### config.mk
export PLATFORM = sky130hd
export DESIGN_NAME = spi_att_sched_flat
export DESIGN_NICKNAME = d
export VERILOG_FILES = /design/src/rtl/spi_att_sched_if.sv /design/src/rtl/spi_att_sched.sv /design/src/flat_wrapper.sv
export SDC_FILE = /design/constraint.sdc
export NUM_CORES = 1
export LEC_CHECK = 0
export ABC_CLOCK_PERIOD_IN_PS = 6500
export BUFFER_PORTS_ARGS = -buffer_cell sky130_fd_sc_hd__buf_2
export CORE_MARGIN = 10
export CORE_UTILIZATION = 51
export DETAILED_ROUTE_END_ITERATION = 8
export PLACE_DENSITY_LB_ADDON = 0.3
export SLEW_MARGIN = 20
export SYNTH_ARGS = -nofsm -noshare
export SYNTH_HDL_FRONTEND = slang
export SYNTH_SLANG_ARGS = --single-unit
### constraint.sdc
create_clock -name clk -period 6.5 [get_ports clk]
set_clock_uncertainty 0.1 [all_clocks]
set_input_delay 1.3 -clock clk [delete_from_list [all_inputs] [get_ports clk]]
set_output_delay 1.3 -clock clk [all_outputs]
set_load 0.05 [all_outputs]
### src/rtl/spi_att_sched_if.sv
// Bus between the attenuator scheduler and the rest of the system: the
// register-write side, the serializer start/done handshake and status.
interface spi_att_sched_if #(
  parameter int N_CS   = 16,
  parameter int CS_W   = 4,
  parameter int N_BITS = 8
);
  logic              wr_en;
  logic [CS_W-1:0]   wr_addr;
  logic [N_BITS-1:0] wr_data;
  logic              refresh;
  logic              err_clr;
  logic              shf_start;
  logic [CS_W-1:0]   shf_cs;
  logic [N_BITS-1:0] shf_data;
  logic              shf_done;
  logic [N_CS-1:0]   pending;
  logic              idle;
  logic              err;

  // Host/serializer side of the scheduler
  modport master (
    output wr_en, wr_addr, wr_data, refresh, err_clr, shf_done,
    input  shf_start, shf_cs, shf_data, pending, idle, err
  );

  // The scheduler itself
  modport slave (
    input  wr_en, wr_addr, wr_data, refresh, err_clr, shf_done,
    output shf_start, shf_cs, shf_data, pending, idle, err
  );
endinterface

### src/rtl/spi_att_sched.sv
// Attenuator transfer scheduler: keeps one word per device, flags devices
// needing programming and round-robin issues one serializer transfer at a time.
module spi_att_sched #(
  parameter int                N_CS     = 16,
  parameter int                CS_W     = 4,
  parameter int                N_BITS   = 8,
  parameter logic [N_BITS-1:0] INIT_ATT = '1,
  parameter int                TIMEOUT  = 4096
) (
  input  logic           clk,
  input  logic           reset,
  spi_att_sched_if.slave bus
);

  localparam int CNT_W = (TIMEOUT > 1) ? $clog2(TIMEOUT) : 1;
  localparam logic [CNT_W-1:0] TO_LAST = CNT_W'(TIMEOUT - 1);

  typedef enum logic [1:0] {IDLE, ARB, ISSUE, WAIT} state_t;

  state_t            state_q, state_d;
  logic [N_BITS-1:0] att_q [N_CS];
  logic [N_CS-1:0]   pending_q, pending_d;
  logic [CS_W-1:0]   rr_q;
  logic [CS_W-1:0]   sel_q;
  logic [CS_W-1:0]   shf_cs_q;
  logic [N_BITS-1:0] shf_data_q;
  logic              err_q;
  logic [CNT_W-1:0]  cntr_q;

  logic              wr_valid;
  logic              tmo_hit;
  logic              arb_found;
  logic [CS_W-1:0]   arb_sel;
  int                arb_idx;
  logic              arb_load;
  logic              issue;
  logic              tmo_fire;

  assign wr_valid = bus.wr_en && (32'(bus.wr_addr) < N_CS);
  assign tmo_hit  = (TIMEOUT != 0) && (cntr_q == TO_LAST);

  // Round-robin pick: first pending device after the last one served
  always_comb begin
    arb_found = 1'b0;
    arb_sel   = '0;
    arb_idx   = 0;
    for (int i = 1; i <= N_CS; i++) begin
      arb_idx = int'(rr_q) + i;
      if (arb_idx >= N_CS) arb_idx = arb_idx - N_CS;
      if (!arb_found && pending_q[CS_W'(arb_idx)]) begin
        arb_found = 1'b1;
        arb_sel   = CS_W'(arb_idx);
      end
    end
  end

  // State register; reset aborts any transfer in flight
  always_ff @(posedge clk or posedge reset) begin
    if (reset) state_q <= IDLE;
    else       state_q <= state_d;
  end

  // Next state: arbitrate, issue for one cycle, then wait for done or timeout
  always_comb begin
    state_d = state_q;
    case (state_q)
      IDLE:    if (|pending_q) state_d = ARB;
      ARB:     state_d = ISSUE;
      ISSUE:   state_d = WAIT;
      WAIT:    if (bus.shf_done || tmo_hit) state_d = IDLE;
      default: state_d = IDLE;
    endcase
  end

  // Per-state strobes; a done arriving on the timeout cycle suppresses the timeout
  always_comb begin
    arb_load = 1'b0;
    issue    = 1'b0;
    tmo_fire = 1'b0;
    case (state_q)
      ARB:     arb_load = 1'b1;
      ISSUE:   issue    = 1'b1;
      WAIT:    tmo_fire = tmo_hit && !bus.shf_done;
      default: ;
    endcase
  end

  // Pending flags: sets from writes, refresh and timeout retry beat the issue clear
  always_comb begin
    pending_d = pending_q;
    if (issue)         pending_d[sel_q]       = 1'b0;
    if (tmo_fire)      pending_d[sel_q]       = 1'b1;
    if (bus.refresh)   pending_d              = '1;
    if (wr_valid)      pending_d[bus.wr_addr] = 1'b1;
  end

  // Datapath: word store, selection snapshot, rr pointer, timeout counter, sticky error
  always_ff @(posedge clk or posedge reset) begin
    if (reset) begin
      for (int i = 0; i < N_CS; i++) att_q[i] <= INIT_ATT;
      pending_q  <= '1;
      rr_q       <= CS_W'(N_CS - 1);
      sel_q      <= '0;
      shf_cs_q   <= '0;
      shf_data_q <= '0;
      err_q      <= 1'b0;
      cntr_q     <= '0;
    end else begin
      pending_q <= pending_d;
      if (wr_valid) att_q[bus.wr_addr] <= bus.wr_data;
      if (arb_load) begin
        sel_q    <= arb_sel;
        shf_cs_q <= arb_sel;
        // A write landing during ARB is forwarded so the issued word matches att[sel]
        shf_data_q <= (wr_valid && (bus.wr_addr == arb_sel)) ? bus.wr_data : att_q[arb_sel];
      end
      if (issue) begin
        rr_q   <= sel_q;
        cntr_q <= '0;
      end else if (state_q == WAIT) begin
        cntr_q <= cntr_q + 1'b1;
      end
      if (tmo_fire)         err_q <= 1'b1;
      else if (bus.err_clr) err_q <= 1'b0;
    end
  end

  assign bus.shf_start = issue;
  assign bus.shf_cs    = shf_cs_q;
  assign bus.shf_data  = shf_data_q;
  assign bus.pending   = pending_q;
  assign bus.idle      = (state_q == IDLE) && (pending_q == '0);
  assign bus.err       = err_q;

endmodule

### src/flat_wrapper.sv
// flat-port wrapper written by rule: the top's interface ports become plain ports
module spi_att_sched_flat 
#(
  parameter int                N_CS     = 16,
  parameter int                CS_W     = 4,
  parameter int                N_BITS   = 8,
  parameter logic [N_BITS-1:0] INIT_ATT = '1,
  parameter int                TIMEOUT  = 4096
)
  (clk, reset, bus_wr_en, bus_wr_addr, bus_wr_data, bus_refresh, bus_err_clr, bus_shf_done, bus_shf_start, bus_shf_cs, bus_shf_data, bus_pending, bus_idle, bus_err);
  spi_att_sched_if #(.N_CS(N_CS), .CS_W(CS_W), .N_BITS(N_BITS)) bus_i ();
  input  logic clk;
  input  logic reset;
  input wire logic [$bits(bus_i.wr_en)-1:0] bus_wr_en;
  input wire logic [$bits(bus_i.wr_addr)-1:0] bus_wr_addr;
  input wire logic [$bits(bus_i.wr_data)-1:0] bus_wr_data;
  input wire logic [$bits(bus_i.refresh)-1:0] bus_refresh;
  input wire logic [$bits(bus_i.err_clr)-1:0] bus_err_clr;
  input wire logic [$bits(bus_i.shf_done)-1:0] bus_shf_done;
  output wire logic [$bits(bus_i.shf_start)-1:0] bus_shf_start;
  output wire logic [$bits(bus_i.shf_cs)-1:0] bus_shf_cs;
  output wire logic [$bits(bus_i.shf_data)-1:0] bus_shf_data;
  output wire logic [$bits(bus_i.pending)-1:0] bus_pending;
  output wire logic [$bits(bus_i.idle)-1:0] bus_idle;
  output wire logic [$bits(bus_i.err)-1:0] bus_err;
  assign bus_i.wr_en = bus_wr_en;
  assign bus_i.wr_addr = bus_wr_addr;
  assign bus_i.wr_data = bus_wr_data;
  assign bus_i.refresh = bus_refresh;
  assign bus_i.err_clr = bus_err_clr;
  assign bus_i.shf_done = bus_shf_done;
  assign bus_shf_start = bus_i.shf_start;
  assign bus_shf_cs = bus_i.shf_cs;
  assign bus_shf_data = bus_i.shf_data;
  assign bus_pending = bus_i.pending;
  assign bus_idle = bus_i.idle;
  assign bus_err = bus_i.err;
  spi_att_sched #(.N_CS(N_CS), .CS_W(CS_W), .N_BITS(N_BITS), .INIT_ATT(INIT_ATT), .TIMEOUT(TIMEOUT)) u_core (.clk(clk), .reset(reset), .bus(bus_i));
endmodule
Yosys cells after proc, flatten, opt, wreduce, memory -nomap -nowiden
Index checks and enable logic that the tools add are counted.
W data, S select, Z words.
- reductions and logical operators: 44
- add/subtract/negate cells: 33
- equal/unequal tests: 7
- multiplexer cells: 120
- bitwise gates (word level): 6
- $lt $le $gt $ge: 39
- operators by type and width (cell ; number):
    $bwmux W128 ; 1
    $mux W4 ; 32
    $lt A4 B6 Y1 const B ; 16
    $ge A5 B5 Y1 const B ; 17
    $bmux W1 S4 ; 16
    $mux W16 ; 4
    $sub A4 B1 Y4 const B ; 16
    $mux W1 ; 54
    $add A4 B4 Y5 const B ; 8
    $bmux W8 S4 ; 1
    $demux W8 S4 ; 1
    $mux W8 ; 4
    $or A16 B16 Y16 ; 2
    $mux W12 ; 2
    $logic_and A1 B1 Y1 ; 21
    $add A4 B3 Y5 const B ; 4
    $and A16 B16 Y16 ; 1
    $logic_not A1 Y1 ; 16
    $logic_not A16 Y1 ; 1
    $not A16 Y16 ; 1
    $reduce_or A16 Y1 ; 1
    $add A12 B1 Y12 const B ; 1
    $eq A12 B12 Y1 const B ; 1
    $add A4 B2 Y5 const B ; 2
    18 further kinds ; 26
- flip-flop bits (word level): 175
- logic and storage cells: 272
- input bits: 18

Depth between registers and ports, before layout
- depth in word-level cells: 57
- gate-level depth with buffers: 24

Worst setup path after synthesis
OpenSTA, ideal clock, no wires.
- path type: reg2reg
- start point: register u_core.rr_q[1]
- end point: register u_core.shf_data_q[4], in the netlist u_core.bus.shf_data[4]
- cell stages (with the launch flop): 19
- period minus slack after synthesis: 5.321 ns
- setup time: 0.123 ns
- data arrival time: 5.098 ns
- path slack: 1.179 ns
- path through: dfstp_2 > buf_1 > inv_2 > ha_1 > buf_2 > clkbuf_1 > mux4_2 > mux2i_1 > mux2i_1 > nor4_1 > nand2_1 > o22a_1 > o21a_1 > nor2_2 > buf_4 > mux2_2 > o2111ai_1 > o2111ai_1 > o221a_2
- cells in the longest elaborated chain, start to end: 57
- ends and longest elaborated chain (item ; RTL line ; source):
    start: declaration ; spi_att_sched.sv:23 ; logic [CS_W-1:0] rr_q;
    start signal: assignment ; spi_att_sched.sv:102 ; rr_q <= CS_W'(N_CS - 1);
    start signal: assignment ; spi_att_sched.sv:118 ; rr_q <= sel_q;
    $add A4 B1 Y5 ; spi_att_sched.sv:48 ; arb_idx = int'(rr_q) + i;
    $sub A4 B1 Y4 / $ge A5 B5 Y1 (equally long branches) ; spi_att_sched.sv:49 ; if (arb_idx >= N_CS) arb_idx = arb_idx - N_CS;
    $mux W4 ; spi_att_sched.sv:49 ;
    $bmux W1 S4 ; spi_att_sched.sv:50 ; if (!arb_found && pending_q[CS_W'(arb_idx)]) begin
    $mux W1 (implied by the code) (2 in a row) ; spi_att_sched.sv:50 ;
    $mux W1 ; spi_att_sched.sv:50 ;
    $logic_not A1 Y1 ; spi_att_sched.sv:50 ;
    $logic_and A1 B1 Y1 ; spi_att_sched.sv:50 ;
    [... 39 more ...] ; - ;
    $mux W1 ; spi_att_sched.sv:50 ;
    $logic_not A1 Y1 ; spi_att_sched.sv:50 ;
    $logic_and A1 B1 Y1 ; spi_att_sched.sv:50 ;
    $mux W4 * ; spi_att_sched.sv:50 ;
    $not A4 Y5 (implied by the code) ; spi_att_sched.sv:115 ; shf_data_q <= (wr_valid && (bus.wr_addr == arb_sel)) ? bus.wr_data : att_q[arb_sel];
    $bmux W8 S4 ; spi_att_sched.sv:115 ;
    $mux W8 (implied by the code) (2 in a row) ; spi_att_sched.sv:115 ;
    $mux W8 * ; spi_att_sched.sv:115 ;
    end signal: assignment ; spi_att_sched.sv:115 ;
    end: declaration ; spi_att_sched.sv:26 ; logic [N_BITS-1:0] shf_data_q;
Every way passes the cells marked *; elsewhere a longest branch is shown, timed or not. The select of a mux whose other input is x is not followed.
A chain may end at the register's enable or synchronous reset.

Final worst setup path
- start point: register u_core.rr_q[0]
- end point: register u_core.shf_data_q[4], in the netlist u_core.bus.shf_data[4]
The elaborated chain is that of the path after synthesis.

==> results by group <==
Global routing
  • Total gr overflow: 0
  • Total track usage: 22.4%
  • Initial antenna violation count: 1
  • Global-route wire length before repair: 51.2 mm
  • Number of global-route vias before repair: approximately 9000
  • Largest net degree at the start of global routing: 72

Floorplan
  • Cell row count: 54
  • Die ar.: 28600 um^2
  • IO Pins: 49
  • Height of the chip: between 150 and 200 um
  • Core area: 21800 um^2
  • Starting Density: 52.0%
  • Die span in x: 169 um

Clock tree
  • Post-CTS setup buffer count: 0
  • CTS max path bufs: 2
  • Skew-Pair Late Insertion Delay: 0.43 ns
  • CTS Hold Bufs: 0
  • CTS H-Tree Depth: 4
  • Clock tree sinks: 175
  • Clock root cell: clkbuf_16
  • TritonCTS Buffers: 17
  • Number of gates resized after cts: 0
  • TritonCTS clock tree: built
  • Clk slew on worst S/H paths: 0.07 ns

Power and ir drop
  • Sequential share of power: 29.0%
  • Power Density: 479 nW/um^2
  • Internal: 3390 uW
  • Leakage power: 0.00481 uW
  • Power, Total: 5950 uW
  • P_sw: 2560 uW
  • Clock network fraction of total power: 18.0%
  • Worst vdd ir: 0.000277 V
  • Sw Ratio: 43.0%
  • Gate power share: 53.0%

Synthesis
  • Yosys reg bits: 175
  • Netlist Area Pre-Place: 11300 um^2
  • Post-synth cell types: 86
  • Top_reg_cell synth: dfstp_2
  • Mapped Cells: around 1000
  • Asr flop ratio synth: 100%
  • Synth area leader: dfstp_2
  • Synthesized area per cell: 10.9 um^2
  • Synth top area share: 34.3%
  • Top post-synthesis cells by area: dfstp_2 34%, mux2_2 16%, mux2i_1 6.3%
  • Sequential element share of the synthesized area: 40.3%
  • Syn Nets: 1069
  • EDFF count, synth: 0
  • Synth warn: 0

Worst setup path
  • Crit Path Max Fanout: 41
  • Reg2reg path depth: 15
  • Crit path from: u_core.rr_q[0]$_DFFE_PP1P_
  • CP Capture Type: register
  • Setup CP Type: reg2reg
  • RR Endpoint: u_core.bus.shf_data[4]$_DFFE_PP0N_
  • Crit path required time: 6.71 ns
  • Critical path arrival: 6.29 ns
  • Reg2reg start: u_core.rr_q[0]$_DFFE_PP1P_
  • Type of origin of the critical path: register
  • Worst R2R Setup Slack: 0.42 ns

Drt
  • DRT Wirelength: 32.4 mm
  • DRC Markers: 0
  • Via density per instance: 6.55
  • Detail Route Antenna Nets: 0
  • Iter 0 DRT Violations: 938
  • Post-DR wirelength/cell: 23.8 um
  • Vias: 8910
  • First drt pass iteration count: 6

Timing
  • Period utilization: approximately 94%
  • Fin crit period: 6.08 ns
  • Worst rel slew slack: 20.6%
  • Final hold violation count: 0
  • RSZ-0062 raised after global routing: false
  • # setup viols final: 0
  • Post-Route Setup TNS: 0 ns
  • Worst-Margin Slew: 1.19 ns
  • Slew Viols, Final: 0
  • F_max: 164 MHz

Min path
  • Hold Path Sink: u_core.att_q[24]$_DFFE_PP1P_
  • HP Class: reg2reg
  • Hold path cells: 2
  • HP Start: u_core.att_q[24]$_DFFE_PP1P_

Placement
  • Routability-driven placement congestion ratio: 0.987
  • Input/output buffers: between 40 and 50
  • Dpl hpwl: 22.3 mm

Cells and area
  • Nets: approximately 1100
  • Synthesis-to-layout area growth: 9.59%
  • Share of layout cells above drive strength 1: between 40% and 50%

Outcome
  • Run status: complete, no violations

Run
  • Maxcap violations: 0
## registers in the layout, summed over array words and instances, names as in the netlist
register / flops
u_core.att_q: 128
u_core.bus.err: 1
u_core.bus.pending: 16
u_core.bus.shf_data: 8
u_core.cntr_q: 12
u_core.rr_q: 4
u_core.sel_q: 4
u_core.state_q: 2
## Yosys cell counts, drive strengths merged, types with 4 or more instances
cell	number
a2111oi	18
a211oi	4
a21oi	35
a31oi	9
a32o	4
a32oi	9
and2	4
and3	8
buf	24
clkbuf	38
dfrtp	27
dfstp	148
ha	13
inv	16
mux2	162
mux2i	72
mux4	25
nand2	99
nand2b	8
nand3	22
nand4	7
nor2	60
nor2b	5
nor3	13
nor4	11
o2111ai	9
o211a	4
o211ai	17
o21ai	55
o221ai	4
o22a	6
o31ai	4
or2	8
or3	9
xnor2	10
xor2	11
## per-layer routing
| layer | global-route usage [%] | wire, um | up-vias | part of all wire (%) |
|---|---|---|---|---|
| li1 | - | - | 4005 | - |
| met1 | 28.3 | 13500 | 4352 | 42 |
| met2 | 36.2 | 15200 | 423 | 47 |
| met3 | 3.94 | 2020 | 130 | 6.3 |
| met4 | 11.7 | 1670 | 0 | 5.2 |
| met5 | 0 | 0 | - | 0 |
## layout by cell type, fill, tap and decap left out, drive strengths merged, types with 10 or more instances in the layout
cell type / instances
a2111oi: 18
a21oi: 35
buf: 72
clkbuf: 25
dfrtp: 27
dfstp: 148
ha: 13
inv: 18
mux2: 162
mux2i: 72
mux4: 25
nand2: 99
nand3: 22
nor2: 60
nor3: 13
nor4: 11
o211ai: 17
o21ai: 55
xnor2: 10
xor2: 11
## stage by stage
step / hold slack, ns / cells / area, um^2 / utilization, % / setup slack [ns]
after floorplan: 0.359 / 1038 / 11300 / - / 0.600
after global placement: 0.358 / 1328 / 11800 / 54.1 / 0.522
after detailed placement: 0.371 / 1328 / 11800 / 54.1 / 0.561
after CTS: 0.387 / 1360 / 12400 / 56.9 / 0.506
after global routing: 0.414 / 1361 / 12400 / 56.9 / 0.0632
final: 0.385 / 1361 / 12400 / 56.9 / 0.417
## worst max-delay path, stage by stage (launching register included)
cell       delay (ns)
dfstp_2          0.53
buf_4            0.49
ha_1             0.26
xor2_1           0.37
buf_4            0.30
mux2i_1          0.48
mux2i_1          0.26
nor4_1           0.58
nand2_1          0.20
o22a_1           0.28
o21a_1           0.24
nor2_2           0.58
xor2_1           0.17
a41oi_1          0.63
o2111ai_1        0.21
o221a_2          0.28
## final cells by class
class,instances,area (um^2)
fillers,1817,9400
multi-input cells,784,6400
flip-flops and latches,175,4560
clock buffers,25,497
repair buffers,72,420
well taps,280,350
clock inverters,7,123
inverters,17,68.8
diodes,1,2.50
## logic make-up after synthesis
kind of cell    Yosys count  share of synthesized area (%)
simple gates            266                           11.2
flops                   175                           40.3
mux                     259                           27.5
buf+inv                  79                           3.39
xor+xnor                 21                           1.62
fa+ha+maj                13                           1.43
compound gates          225                           14.6
## power by group through the flow
stage	Clock [uW]	Combinational, uW	Sequential, uW
2_1_floorplan	0	2330	1790
6_report	1070	3160	1730
3_3_place_gp	0	3060	1720
4_1_cts	1080	3110	1720
3_5_place_dp	0	3100	1730
5_1_grt	1120	3380	1760
## how the worst max path moves through the flow
stage               depth (start not counted)  slack (ns)                            endpoint
global route                               15        0.06  u_core.bus.shf_data[4]$_DFFE_PP0N_
detailed placement                         15        0.56  u_core.bus.shf_data[4]$_DFFE_PP0N_
CTS                                        15        0.51  u_core.bus.shf_data[4]$_DFFE_PP0N_
floorplan                                   1        0.60          u_core.bus.err$_DFFE_PP0P_
finish                                     15        0.42  u_core.bus.shf_data[4]$_DFFE_PP0N_
global placement                           15        0.52  u_core.bus.shf_data[4]$_DFFE_PP0N_
Note: power is estimated with default switching activity, not from simulation.
